--- config.mk ---
export PLATFORM = sky130hd
export DESIGN_NAME = pipeline_hazard_ctrl
export DESIGN_NICKNAME = d
export VERILOG_FILES = /design/src/rtl/cpu_pkg.sv /design/src/rtl/pipeline_hazard_ctrl_sat_counter.sv /design/src/rtl/pipeline_hazard_ctrl.sv
export SDC_FILE = /design/constraint.sdc
export NUM_CORES = 1
export LEC_CHECK = 0
export ABC_CLOCK_PERIOD_IN_PS = 2400
export CORE_MARGIN = 3
export CORE_UTILIZATION = 45
export DETAILED_ROUTE_END_ITERATION = 16
export GPL_TIMING_DRIVEN = 0
export PLACE_DENSITY_LB_ADDON = 0.3
export SLEW_MARGIN = 25
export SYNTH_ARGS = -nofsm -noshare
export SYNTH_HDL_FRONTEND = slang
export SYNTH_HIERARCHICAL = 1
export SYNTH_SLANG_ARGS = --single-unit
export TNS_END_PERCENT = 30
--- constraint.sdc ---
create_clock -name clk -period 2.4 [get_ports clk]
set_clock_uncertainty 0.1 [all_clocks]
set_input_delay 0.24 -clock clk [delete_from_list [all_inputs] [get_ports clk]]
set_output_delay 0.24 -clock clk [all_outputs]
set_load 0.02 [all_outputs]
--- src/rtl/cpu_pkg.sv ---
// Shared CPU front-end definitions: register indices and hazard sequencer states.
package cpu_pkg;

  localparam logic [4:0] XZR_IDX = 5'd31;

  typedef enum logic [1:0] {
    RUN      = 2'd0,
    MEM_WAIT = 2'd1,
    TIMEOUT  = 2'd2
  } hz_state_t;

endpackage : cpu_pkg

--- src/rtl/pipeline_hazard_ctrl_sat_counter.sv ---
// Saturating up-counter with synchronous active-low clear; holds at all-ones.
module sat_counter #(
  parameter int unsigned W = 16
) (
  input  logic         clk,
  input  logic         rst_n,
  input  logic         en,
  output logic [W-1:0] count
);

  always_ff @(posedge clk) begin
    if (!rst_n) begin
      count <= '0;
    end else if (en && (count != {W{1'b1}})) begin
      count <= count + W'(1);
    end
  end

endmodule : sat_counter

--- src/rtl/pipeline_hazard_ctrl.sv ---
// Stall/flush sequencer for the LEGv8 front end: load-use, taken-branch and dmem-wait
// control, with saturating stall/flush counters and a sticky memory-timeout flag.
module pipeline_hazard_ctrl
  import cpu_pkg::*;
#(
  parameter int unsigned MAX_WAIT = 16,
  parameter int unsigned CNT_W    = 16
) (
  input  logic             clk,
  input  logic             reset,
  input  logic [4:0]       id_rn,
  input  logic [4:0]       id_rm,
  input  logic             id_uses_rn,
  input  logic             id_uses_rm,
  input  logic             ex_mem_read,
  input  logic [4:0]       ex_rd,
  input  logic             br_taken_id,
  input  logic             dmem_busy,
  output logic             pc_en,
  output logic             if_id_en,
  output logic             if_id_flush,
  output logic             id_ex_bubble,
  output logic             pipe_freeze,
  output logic [CNT_W-1:0] stall_count,
  output logic [CNT_W-1:0] flush_count,
  output logic             mem_timeout
);

  localparam int unsigned WAIT_W = $clog2(MAX_WAIT + 1);

  hz_state_t         state, state_nxt;
  logic [WAIT_W-1:0] wait_cnt, wait_cnt_nxt;
  logic              mem_timeout_nxt;
  logic              load_use;
  logic              do_freeze;
  logic              do_run;

  // XZR is never a real producer, so it can never create a load-use hazard.
  assign load_use = ex_mem_read && (ex_rd != XZR_IDX) &&
                    ((id_uses_rn && (id_rn == ex_rd)) || (id_uses_rm && (id_rm == ex_rd)));

  always_ff @(posedge clk) begin
    if (!reset) begin
      state       <= RUN;
      wait_cnt    <= '0;
      mem_timeout <= 1'b0;
    end else begin
      state       <= state_nxt;
      wait_cnt    <= wait_cnt_nxt;
      mem_timeout <= mem_timeout_nxt;
    end
  end

  always_comb begin
    state_nxt       = state;
    wait_cnt_nxt    = wait_cnt;
    mem_timeout_nxt = mem_timeout;
    do_freeze       = 1'b0;
    do_run          = 1'b0;
    pc_en           = 1'b1;
    if_id_en        = 1'b1;
    if_id_flush     = 1'b0;
    id_ex_bubble    = 1'b0;
    pipe_freeze     = 1'b0;

    case (state)
      RUN: begin
        if (dmem_busy) begin
          do_freeze    = 1'b1;
          state_nxt    = MEM_WAIT;
          wait_cnt_nxt = WAIT_W'(1);
        end else begin
          do_run = 1'b1;
        end
      end
      MEM_WAIT: begin
        if (dmem_busy) begin
          do_freeze = 1'b1;
          if (wait_cnt == WAIT_W'(MAX_WAIT)) begin
            state_nxt       = TIMEOUT;
            mem_timeout_nxt = 1'b1;
          end else begin
            wait_cnt_nxt = wait_cnt + WAIT_W'(1);
          end
        end else begin
          // Memory released: hazards on the held ID instruction are evaluated this cycle.
          do_run       = 1'b1;
          state_nxt    = RUN;
          wait_cnt_nxt = '0;
        end
      end
      TIMEOUT: do_freeze = 1'b1;
      default: state_nxt = RUN;
    endcase

    if (do_freeze) begin
      pc_en       = 1'b0;
      if_id_en    = 1'b0;
      pipe_freeze = 1'b1;
    end else if (do_run) begin
      if (load_use) begin
        pc_en        = 1'b0;
        if_id_en     = 1'b0;
        id_ex_bubble = 1'b1;
      end else if (br_taken_id) begin
        if_id_flush = 1'b1;
      end
    end

    // Reset cycle overrides everything: squash IF/ID and ID/EX, hold the PC.
    if (!reset) begin
      pc_en        = 1'b0;
      if_id_en     = 1'b0;
      if_id_flush  = 1'b1;
      id_ex_bubble = 1'b1;
      pipe_freeze  = 1'b0;
    end
  end

  sat_counter #(.W(CNT_W)) u_stall_cnt (
    .clk   (clk),
    .rst_n (reset),
    .en    (!pc_en),
    .count (stall_count)
  );

  sat_counter #(.W(CNT_W)) u_flush_cnt (
    .clk   (clk),
    .rst_n (reset),
    .en    (if_id_flush),
    .count (flush_count)
  );

endmodule : pipeline_hazard_ctrl

==> reports/summary.md, run 1 <==
Hold timing on the final database bottoms out at a slack of 0.1932 ns. The total routing usage reported by global routing was 19.62%; the total leakage power was 1.006 nW. The area of the die is 6044 µm², and the final antenna diode count is 0. For the data arrival time of the worst path, the log shows 1.96 ns. The pin count of the biggest net entering global routing was 20; the hold violation total from the final report was 0. During I/O placement, the number of pins put on the boundary was 60. Yosys attributes the largest share of cell area to sky130_fd_sc_hd__dfxtp_1, sky130_fd_sc_hd__a21oi_1, sky130_fd_sc_hd__xnor2_1. The top cell type by area accounts for 34.58% of the synthesized area.

The count of input and output buffers was 58. The worst-margin pin slew was 0.7571 ns. The congestion estimate from routability-driven global placement came to 0.8349. Buffers inserted during clock tree synthesis total 5. In the routed layout, each cell is associated on average with a via count of 5.715.

Once detail routing completed, the nets flagged for antenna violations numbered 0. The initial utilization of the core area, before any placement, comes to 47.77%. Cell type contributing the most total cell area after synthesis: sky130_fd_sc_hd__dfxtp_1. The initial antenna violation count is 0, and the max-cap check violation count is 0.

In the global route stage, met2 resource usage came out at 32.02%. Setup repair after global routing left no endpoint under its margin. The met3 global-route usage is 4.408%. Worst setup path category: in -> out.

The setup violation total in the final timing report is 0, and the number of cells on the worst reg-to-reg path is 6. For the number of global-route vias before repair, the log shows 2113. Measured along the x axis, the die boundary spans 77.74 µm. The run gives 275 as the cell count after synthesis.

Summed over all layers, the routed wires come to 5.822 mm. Across all register-to-register paths, the minimum setup slack is 0.25 ns. The maximum root-to-sink buffer count was 2.

The detailed-routing iteration count for the pre-antenna-repair pass came out at 4. Measured on the finished design, the core utilization comes to 63.79%. The worst pin sits at a relative slew slack of 49.11%. Type of element launching the critical path: a primary input.

The final critical path takes up 95.71% of the cycle. For this design the ratio of total power to cell area is 420.2 nW/µm². For the post-route DRC violation count, the log shows 0.

The wire length per cell after detailed routing is 14.30 µm, and the core region area is 4848 µm². The logs give 101 for the number of DRC violations after detailed-routing iteration 0 and 0.1031 ns for the worst setup margin. The reg-to-reg critical path endpoint was u_flush_cnt/count[15]. Number of distinct library cells after synthesis: 45.

The first global-routing pass estimated 9.798 mm of wire. In this run, synthesis produced a sequential element count of 40. sky130_fd_sc_hd__dfxtp_1 is the most common cell in the netlist.

TritonCTS built the clock tree. The global-route track usage on met1 was 25.76%; the maximum clock frequency was 0.4354 GHz. After clock tree synthesis, the flow added hold-fix buffers numbering 0.

In this run the worst setup path terminates at pc_en. The logs give 0.29 ns for the clock insertion delay at the later pin of the skew report and 40 for the total number of clock tree sinks. The routed design could run at a clock period as short as 2.297 ns.

The layer with the highest usage was met2. Counting flops with a built-in enable in the synthesized netlist gives 0. The setup TNS after final layout was 0 ns.

In this run the worst setup path begins at ex_rd[4]. Summed over all layers, the global routing overflow is 0. Row generation in the floorplan step produced 25 rows. After synthesis, flip-flops and latches occupy 34.58% of the total area. The flow ran to the end, and the final reports show no timing, DRC or antenna violations. The number of nets in the synthesized netlist is 301. The min-delay analysis places its worst path in the category in -> reg.

Before CTS, the worst setup slack after placement is -0.9080 ns. The final max-slew violation count is 0. Async set-reset flop share out of synthesis: 0%. The kind of capture point of the worst setup path was an output port. After legalization and detailed placement, the total HPWL measured 4.171 mm.

After synthesis, the most frequently instantiated cells are sky130_fd_sc_hd__dfxtp_1, sky130_fd_sc_hd__a21oi_1, sky130_fd_sc_hd__nand2_1, sky130_fd_sc_hd__inv_1. Cell chosen for the clock root: sky130_fd_sc_hd__clkbuf_8. The final route contains 2326 vias. The synthesized netlist occupies a cell area of 2316 µm². Clock-pin slew was measured on the worst setup and hold paths at 0.07 ns. Number of warnings issued by yosys: 6.

The average size of a mapped cell is 8.422 µm². Die height: 77.74 µm. In this run the critical register-to-register path is launched from u_flush_cnt/count[0]. Relative to the synthesized area, the layout overhead comes to 33.55%.

Summing internal, switching and leakage power gives 0.001300 W. The top flip-flop cell by instance count after synthesis is sky130_fd_sc_hd__dfxtp_1. The logs give 2 for the depth of the CTS H-tree and 2.06 ns for the critical path data required time. In this run the worst path has a maximum fanout of 4. Of the cells placed in the final design, the portion with a size suffix greater than 1 is 8.824%. Across the VDD grid, the largest voltage drop is 0.3380 mV. The final layout contains 366 nets.
==> registers in the layout, summed over array words and instances (netlist names) <==
name               count
mem_timeout            1
u_stall_cnt/count     16
wait_cnt               5
u_flush_cnt/count     16
state                  2
==> metrics by stage <==
| stage | instance area [µm²] | cells |
|---|---|---|
| 2_1_floorplan | 2316 | 275 |
| 3_3_place_gp | 2980 | 400 |
| 3_5_place_dp | 2980 | 400 |
| 4_1_cts | 3083 | 407 |
| 5_1_grt | 3093 | 407 |
| 6_report | 3093 | 407 |
==> timing repair <==
item	in CTS	in global routing
pin swaps	1	1
hold endpoints to repair	0	0
setup buffers	0	0
cloned	0	0
setup endpoints to repair	33	20
gates resized for setup	12	7
==> report_power, final <==
group | switching, W | internal, W
sequential | 0.0000137 | 0.000674
clock | 0.000230 | 0.000197
combinational | 0.0000950 | 0.0000897
==> logic make-up after synthesis <==
group           Yosys count  share of synthesized area, %
xor+xnor                 16                         6.051
compound gates           70                         19.67
fa+ha+maj                 4                         2.161
flops                    40                         34.58
buf+inv                  22                         4.160
simple gates            117                         30.79
mux                       6                         2.593
==> worst min-delay path by stage <==
stage / startpoint / to / cells after the start
2_1_floorplan: reset / wait_cnt[0] / 1
3_3_place_gp: mem_timeout / mem_timeout / 2
3_5_place_dp: mem_timeout / mem_timeout / 2
4_1_cts: dmem_busy / wait_cnt[0] / 3
5_1_grt: dmem_busy / wait_cnt[0] / 3
6_report: dmem_busy / wait_cnt[0] / 3
==> per-layer routing <==
layer  up-vias  part of all wire (%)
met5         -                     0
met4         0                   1.1
met3         7                   5.0
met2        72                    47
met1      1076                    47
li1       1171                     -
==> final cells by class <==
cell class	count	area [µm²]
clock inverters	2	12.51
well taps	67	83.83
inverters	15	56.30
repair buffers	58	570.5
plain buffers	7	40.04
flip-flops and latches	40	800.8
multi-input cells	213	1460
fillers	425	1755
clock buffers	5	68.82
==> layout by cell type (no fill, tap or decap), types with 10 or more instances in the layout <==
cell type and count:
sky130_fd_sc_hd__clkdlybuf4s50_1 53, sky130_fd_sc_hd__dfxtp_1 40, sky130_fd_sc_hd__a21oi_1 26, sky130_fd_sc_hd__nand2_1 25, sky130_fd_sc_hd__inv_1 14, sky130_fd_sc_hd__nor2_1 14
sky130_fd_sc_hd__xnor2_1 14, sky130_fd_sc_hd__nand3_1 13, sky130_fd_sc_hd__nand4_1 11, sky130_fd_sc_hd__o21ai_0 11, sky130_fd_sc_hd__o31ai_1 10, sky130_fd_sc_hd__or4_1 10
==> worst max-delay path, cell delays in order <==
cell and delay [ns]:
sky130_fd_sc_hd__clkdlybuf4s50_1 0.55, sky130_fd_sc_hd__xnor2_1 0.15, sky130_fd_sc_hd__nand4_1 0.17, sky130_fd_sc_hd__o22ai_4 0.24
sky130_fd_sc_hd__o21ai_1 0.15, sky130_fd_sc_hd__buf_4 0.15, sky130_fd_sc_hd__dlygate4sd2_1 0.31
Note: power is estimated with default switching activity, not from simulation.
==> run 2: changes to the inputs <==
--- a/config.mk
+++ b/config.mk
@@ -6,7 +6,6 @@
 export NUM_CORES = 1
 export LEC_CHECK = 0
 export ABC_CLOCK_PERIOD_IN_PS = 2400
-export CORE_MARGIN = 3
 export CORE_UTILIZATION = 45
 export DETAILED_ROUTE_END_ITERATION = 16
 export GPL_TIMING_DRIVEN = 0
==> run 2 against run 1 <==
Against the previous run:
- final cell count rose by 0.49%
- sequential power barely moved
- non-clock buffer count rose by 1
- global-route usage rose by 2.3 points
- final area rose by 0.40%
- register-to-register slack improved by 0.03 ns
- critical path type is now in -> reg
- largest cell class unchanged
==> reports/summary.md, run 2 (synthesis results as in run 1) <==
The maximum clock frequency is 0.4427 GHz. Hold repair after CTS inserted 0 buffers. The final max-slew violation count was 0. The logs give 0.1410 ns for the worst setup margin and 2140 for the number of global-route vias before repair. The first global-routing pass estimated 9.404 mm of wire. Minimum setup slack after placement: -0.9238 ns. Across all layers, the routed design uses 2310 vias. The pin count of the biggest net entering global routing is 20. Met3 global-route usage: 5.213%. Setup repair after global routing could not meet its margin everywhere.

No sink is reached through more buffers than the 2 on the longest clock path. Setup violations remaining at the end of the flow were counted as 0. For the overflow left after global routing, the log shows 0.

The fraction of the cycle the final worst path needs came out at 94.13%. TritonCTS built the clock tree. After detailed routing, the number of remaining DRC violations is 0. The detailed-route vias per instance works out to 5.648.

In this run the power density over the cells is 424.6 nW/µm². The net count of the finished layout was 367. The cell at the slowest stage of the critical path is sky130_fd_sc_hd__or4_1.

For the relative max-transition margin, the log shows 50.72%. In the final routed layout, each cell accounts on average for 13.77 µm. The tool flagged a number of max-cap violations equal to 0. The clock input transition at the sequential cells of the worst setup and hold paths came out at 0.07 ns. The number of DRC violations after detailed-routing iteration 0 was 142.

The number of antenna diodes in the final layout is 0. For this block, the routed nets add up to 5.632 mm of wire. For the total leakage power, the log shows 1.050 nW.

The die covers 5438 µm². In the final layout, the registers with the most flip-flops are u_flush_cnt/count: 16 flops, u_stall_cnt/count: 16 flops, wait_cnt: 5 flops. Summed over all nets, the half-perimeter wirelength after detailed placement is 4.073 mm. The longest individual stage delay on the worst path came out at 0.51 ns. For the worst-skew pair, the clock arrives at the later sink with an insertion delay of 0.28 ns. At the worst endpoint, the required time is 2.51 ns.

The total number of clock tree sinks was 40; the largest vdd supply drop was 0.3017 mV. CTS built an H-tree with a depth of 2. The count of input and output buffers is 58, and the number of placed I/O pins is 60. The initial utilization of the core area, before any placement, comes to 47.77%. The first TritonRoute pass finished after 4 iterations. The clock period could shrink to 2.259 ns.

TritonCTS created 5 clock buffers. The tree is rooted in a sky130_fd_sc_hd__clkbuf_8. Of the cells placed in the final design, the portion with a size suffix greater than 1 is 8.772%. At the worst endpoint, the arrival time is 2.37 ns. The detail route stage leaves a number of antenna-violating nets equal to 0. In this run the vertical extent of the chip is 73.74 µm.

The width of the die was 73.74 µm. The library cells used most frequently in the layout, excluding fill and tap cells, are sky130_fd_sc_hd__clkdlybuf4s50_1, sky130_fd_sc_hd__dfxtp_1, sky130_fd_sc_hd__a21oi_1. The type of element launching the critical path is a primary input. The tools report the routability congestion estimate as 0.8720.

The path class of the tightest hold or removal check is in -> reg. Worst-margin pin slew: 0.7330 ns. For this run, global-route usage on met1 was measured as 28.24%. STA classifies the critical path endpoint as a register. The run finished with clean final reports. Global routing consumed, on the met2 layer, 36.60% of the routing resources. Traced cell by cell, the critical path runs through clkdlybuf4s50_1 -> xnor2_1 -> nand4_1 -> o22ai_2 -> buf_4 -> a21oi_4 -> nand2_2 -> or4_1 -> a21oi_1.

Relative to the synthesized area, the layout overhead comes to 34.09%. The total power of the final layout was 0.001319 W; the hold violation total from the final report was 0. The total routing usage reported by global routing was 21.95%. The most common library cell in the layout ignoring fill and taps was sky130_fd_sc_hd__clkdlybuf4s50_1. The layer with the highest usage was met2. The critical path is of the in -> reg type. The floorplan has 25 rows.

The largest fanout of any net on the critical path came out at 10. The logs give 0 for the initial antenna violation count and 4848 µm² for the core region area.
run 2: cell count changes in the layout (fill, tap and decap cells not counted), sizes merged:
cell	before	now
clkbuf	8	11
buf	5	7
clkinvlp	1	0
clkdlybuf4s50	53	51
dlygate4sd2	4	1
dlymetal6s2s	0	4
clkinv	1	0
run 2: routing by layer:
metal	wire (µm)	vias up
li1	-	1172
met1	2574	1079
met2	2668	55
met3	344	4
met4	44	0
met5	0	-
run 2: what timing repair did:
item	4_1_cts	5_1_grt
gates resized for setup	8	9
endpoints found under the setup margin	33	18
cloned	0	0
pin swaps	1	1
buffers inserted	1	0
run 2: final cells by class:
cell class	instances	area (µm²)
timing repair buffer	59	589.3
fill	440	1743
multi-input combinational	213	1445
tap	67	83.83
sequential	40	800.8
buffer	7	40.04
inverter	15	56.30
clock buffer	8	90.09
run 2: worst max-delay path, delay by kind of cell:
kind / cells / cell delay [ns]
xor gates and xnor gates: 1 / 0.15
buffers and inverters: 2 / 0.62
and+or+nand+nor: 3 / 0.82
AOI/OAI and AO/OA: 3 / 0.53
run 2: power by group:
group	leakage, nW	switching, W	internal, W
registers	0.324	0.0000133	0.000674
clock network	0.0455	0.000214	0.000235
logic	0.681	0.0000925	0.0000896
total	1.05	0.000320	0.000998
run 2: path summary, 6_finish.rpt:
kind	start	end	slack [ns]	depth (start not counted)
max	ex_rd[1]	u_flush_cnt/count[13]	0.14	9
min	dmem_busy	wait_cnt[0]	0.20	3
max reg2reg	state[0]	u_stall_cnt/count[6]	0.28	8
min reg2reg	mem_timeout	mem_timeout	0.34	2
run 2: stage by stage:
stage	cells	utilization [%]	setup TNS (ns)	hold WS (ns)	area, µm²
6_report	409	64.05	0	0.1963	3105
3_5_place_dp	400	61.47	-19.11	0.3371	2980
2_1_floorplan	275	-	0	0.2569	2316
4_1_cts	409	63.79	0	0.1925	3093
5_1_grt	409	64.05	-0.07621	0.2220	3105
3_3_place_gp	400	61.47	-17.47	0.3337	2980
